[config.mk]
export PLATFORM = sky130hd
export DESIGN_NAME = nibble_serial_adder
export DESIGN_NICKNAME = d
export VERILOG_FILES = /design/src/rtl/nibble_serial_adder.sv
export SDC_FILE = /design/constraint.sdc
export NUM_CORES = 1
export LEC_CHECK = 0
export CAP_MARGIN = 20
export CORE_MARGIN = 5
export CORE_UTILIZATION = 50
export CTS_BUF_LIST = sky130_fd_sc_hd__clkbuf_8
export CTS_CLUSTER_DIAMETER = 40
export DETAILED_ROUTE_END_ITERATION = 16
export PLACE_DENSITY = 0.8
export SYNTH_ARGS = -nofsm -noshare
export SYNTH_HDL_FRONTEND = slang
export SYNTH_HIERARCHICAL = 1
export SYNTH_SLANG_ARGS = --single-unit
export TNS_END_PERCENT = 30
[constraint.sdc]
create_clock -name clk -period 3.4 [get_ports clk]
set_input_delay 0.34 -clock clk [delete_from_list [all_inputs] [get_ports clk]]
set_output_delay 0.34 -clock clk [all_outputs]
set_load 0.1 [all_outputs]
[src/rtl/nibble_serial_adder.sv]
// nibble_serial_adder: multi-word adder that ripples one 4-bit slice per clock, LSB nibble first,
// holding the registered carry between nibbles and presenting the result with a valid/ready handshake.
module full_adder_4bit (
    input  logic [3:0] a,
    input  logic [3:0] b,
    input  logic       cin,
    output logic [3:0] s,
    output logic       cout
);
    assign {cout, s} = 5'(a) + 5'(b) + 5'(cin);
endmodule

module nibble_serial_adder #(
    parameter int NIBBLES = 4
) (
    input  logic                 clk,
    input  logic                 rst_n,
    input  logic                 in_valid,
    output logic                 in_ready,
    input  logic [4*NIBBLES-1:0] a,
    input  logic [4*NIBBLES-1:0] b,
    input  logic                 cin,
    output logic                 out_valid,
    input  logic                 out_ready,
    output logic [4*NIBBLES-1:0] sum,
    output logic                 cout,
    output logic                 busy
);
    localparam int W  = 4 * NIBBLES;
    localparam int IW = NIBBLES > 1 ? $clog2(NIBBLES) : 1;

    typedef enum logic [1:0] {IDLE, RUN, DONE} state_t;

    state_t        state_q, state_d;
    logic [IW-1:0] idx_q, idx_d;
    logic          carry_q, carry_d;
    logic          cout_q, cout_d;
    logic [W-1:0]  a_q, a_d, b_q, b_d, sum_q, sum_d;
    logic [3:0]    slice_s;
    logic          slice_c;

    full_adder_4bit u_slice (
        .a    (a_q[4*idx_q +: 4]),
        .b    (b_q[4*idx_q +: 4]),
        .cin  (carry_q),
        .s    (slice_s),
        .cout (slice_c)
    );

    always_comb begin
        state_d = state_q;
        idx_d   = idx_q;
        carry_d = carry_q;
        cout_d  = cout_q;
        a_d     = a_q;
        b_d     = b_q;
        sum_d   = sum_q;
        case (state_q)
            IDLE: if (in_valid) begin
                a_d     = a;
                b_d     = b;
                carry_d = cin;
                idx_d   = '0;
                sum_d   = '0;
                cout_d  = 1'b0;
                state_d = RUN;
            end
            RUN: begin
                sum_d[4*idx_q +: 4] = slice_s;
                carry_d             = slice_c;
                // idx parks on the top nibble so it never leaves 0..NIBBLES-1
                if (idx_q == IW'(NIBBLES - 1)) begin
                    cout_d  = slice_c;
                    state_d = DONE;
                end else begin
                    idx_d = idx_q + IW'(1);
                end
            end
            DONE: state_d = out_ready ? IDLE : DONE;
            default: state_d = IDLE;
        endcase
    end

    always_ff @(posedge clk or negedge rst_n) begin
        if (!rst_n) begin
            state_q <= IDLE;
            idx_q   <= '0;
            carry_q <= 1'b0;
            cout_q  <= 1'b0;
            a_q     <= '0;
            b_q     <= '0;
            sum_q   <= '0;
        end else begin
            state_q <= state_d;
            idx_q   <= idx_d;
            carry_q <= carry_d;
            cout_q  <= cout_d;
            a_q     <= a_d;
            b_q     <= b_d;
            sum_q   <= sum_d;
        end
    end

    assign in_ready  = state_q == IDLE;
    assign out_valid = state_q == DONE;
    assign busy      = state_q != IDLE;
    assign sum       = sum_q;
    assign cout      = cout_q;
endmodule

==> results.ini <==
[critical_path]
worstPathCellList = mux4_2 -> fa_1 -> inv_1 -> fa_1 -> nor2b_1 -> o21ai_0 -> nand2b_1 -> a22o_1 -> a22o_1
path_max_fanout = 10
cp.arrival_ns = 2.84
worst_path_dominant_cell_family = adder cells
crit_type = flip-flop to flip-flop
path_buf_inv = 1
critPathCaptureType = flip-flop
required_ns = 3.60
slowest_delay_ns = 0.58
slowest_stage = mux4_2
cp-start-kind = flip-flop

[global_route]
gr-usage-met1_pct = 18.8
grt_util_met3_pct = 3.55
grt_max_degree = 54
gr-total-overflow = 0
met2_usage_pct = 26.2
antenna_found_initial = 0
gr-usage-all-layers_pct = 15.2
grt_pass1_vias = 1734
grt_pass1_wl_um = 8460
top_usage_layer = met2

[clock_network]
post-cts-setup-buffer-count = 0
path_clk_slew_ns = 0.09
cts_resized = 0
root_buffer = clkbuf_8
cts_tree = yes
cts_num_sinks = 54
htreeDepth = 2
clkLatencyLatePin_ns = 0.31
cts_buffers = 5
cts_buffer_depth = 2

[finish]
finalNetCount = 288
final_cell_mix = 54 x dfrtp_1, 52 x clkdlybuf4s50_1, 30 x mux2_4
final_common_cell = dfrtp_1
num_antenna_cells = 0
syn_to_final_growth_pct = 25.2
drive_gt1_share_pct = 25.9

[yosys]
synth_largest_area_cell = dfrtp_1
yosysTopAreaCellShare_pct = 49.9
synth_edf_count = 0
postSynth.asyncResetShare_pct = 100
synth_area_per_cell_um2 = 14.9
yosys_warnings = 6
syn_area_um2 = 2710
synth_flop_cell = dfrtp_1
ys_ff_latch = 54
syn_nets = 230
synth.area.top_cells = dfrtp_1 50%, mux2_4 17%, mux4_2 6.7%, a22o_1 5.5%, ha_1 4.2%
yosysUniqueCellTypes = 35
postSynthCellCount = 182
seq_area_frac_synth_pct = 49.9

[timing]
fin_crit_sh_pct = 77.5
finalCriticalPeriod_ns = 2.64
slew_headroom_pct = 34.6
timing.fmax_mhz = 379
worst_pin_slew_ns = 0.978
finalMaxSlewViolations = 0
grt_setup_unrepaired = no
tns_ns = 0
setup_viol_count_final = 0
hold_viol_final = 0
fin_worst_skew_ns = 0.00670

[min_path]
hp-class = input port to async pin

[die]
initial_core_util_pct = 52.4
die_y_um = 83.6
ios = 57
die_width_um = 83.6
core_area_um2 = 5170
num_rows = 26
dieArea_um2 = 6990

[drt]
first_pass_iters = 4
dr_total_vias = 1607
drc = 0
wl_um = 5120
postRouteAntennaNets = 0
drt_iter0_markers = 48
viasPerCell = 5.20
avgRoutedWirePerCell_um = 16.6

[placement]
place.port_buffers = 56
place.gp.congestion = 0.794
place_hpwl_um = 3930

[outcome]
status = completed

[flow_run]
cap_violations = 0

cell families (layout without fill, tap and decap cells):
group / after synthesis / in the layout / synth area share, %
AOI/OAI and AO/OA: 31 / 31 / 9.28
xor gates and xnor gates: 2 / 2 / 0.647
adders and majority gates: 11 / 11 / 5.64
buffers and inverters: 19 / 76 / 4.34
DFF: 54 / 54 / 49.9
muxes: 42 / 42 / 24.9
and+or+nand+nor: 23 / 23 / 5.27
registers in the layout, summed over array words and instances (netlist names):
signal	flops
state_q	2
cout	1
idx_q	2
carry_q	1
a_q	16
sum	16
b_q	16
worst reg2reg max path, stage by stage (launching register included):
cell and delay, ns:
dfrtp_1 0.57, mux4_2 0.58, fa_1 0.45, inv_1 0.08, fa_1 0.20, nor2b_1 0.05, o21ai_0 0.13, nand2b_1 0.10
a22o_1 0.20, a22o_1 0.17
synth_stat cells, types with 2 or more instances:
cell and number:
fa_1 2, a22o_1 17, buf_8 3, a21oi_1 2
a21o_1 5, nor2_1 6, dfrtp_1 54, mux2_4 30
nand2b_1 3, nand2_1 5, mux2_2 4, xnor2_1 2
ha_1 9, buf_2 3, inv_1 9, mux4_2 8
nor2b_1 2
worst paths after layout:
path	slack (ns)	start	endpoint	cells past startpoint
setup / recovery	0.76	idx_q[0]$_DFFE_PN0P_	cout$_DFFE_PN0P_	9
hold / removal	0.49	rst_n	sum[6]$_DFFE_PN0P_	2
setup reg to reg	0.76	idx_q[0]$_DFFE_PN0P_	cout$_DFFE_PN0P_	9
hold reg to reg	0.51	sum[8]$_DFFE_PN0P_	sum[8]$_DFFE_PN0P_	1
max in group asynchronous	2.29	rst_n	sum[0]$_DFFE_PN0P_	4
min in group clk	0.51	sum[8]$_DFFE_PN0P_	sum[8]$_DFFE_PN0P_	1
metal layers:
metal / wire [um] / part of all wire [%]
met1: 2270 / 44
met2: 2540 / 50
met3: 240 / 4.7
met4: 70 / 1.4
met5: 0 / 0
metrics by stage:
stage          instance area (um2)  instances  utilization, %  hold slack [ns]  worst slack (ns)
2_1_floorplan                 2710        182               -           0.0444             0.661
6_report                      3390        309            65.6            0.486             0.764
3_5_place_dp                  3280        301            63.4            0.492             0.755
3_3_place_gp                  3280        301            63.4            0.489             0.831
4_1_cts                       3360        307            65.0            0.292             0.745
5_1_grt                       3390        309            65.6            0.517             0.589
timing repair:
item | 4_1_cts | 5_1_grt
endpoints found under the hold margin | 0 | 16
hold buffers | 0 | 1
setup endpoints to repair | 0 | 0
area by class of cell:
cell class | instances | area, um2
fill | 393 | 1780
sequential | 54 | 1350
multi-input combinational | 109 | 1240
timing repair buffer | 60 | 593
tap | 70 | 87.6
clock buffer | 6 | 82.6
inverter | 10 | 37.5
Power is left out: the tool's default activity adds up to more than one toggle a clock period on the data nets, which glitch-free logic cannot reach.
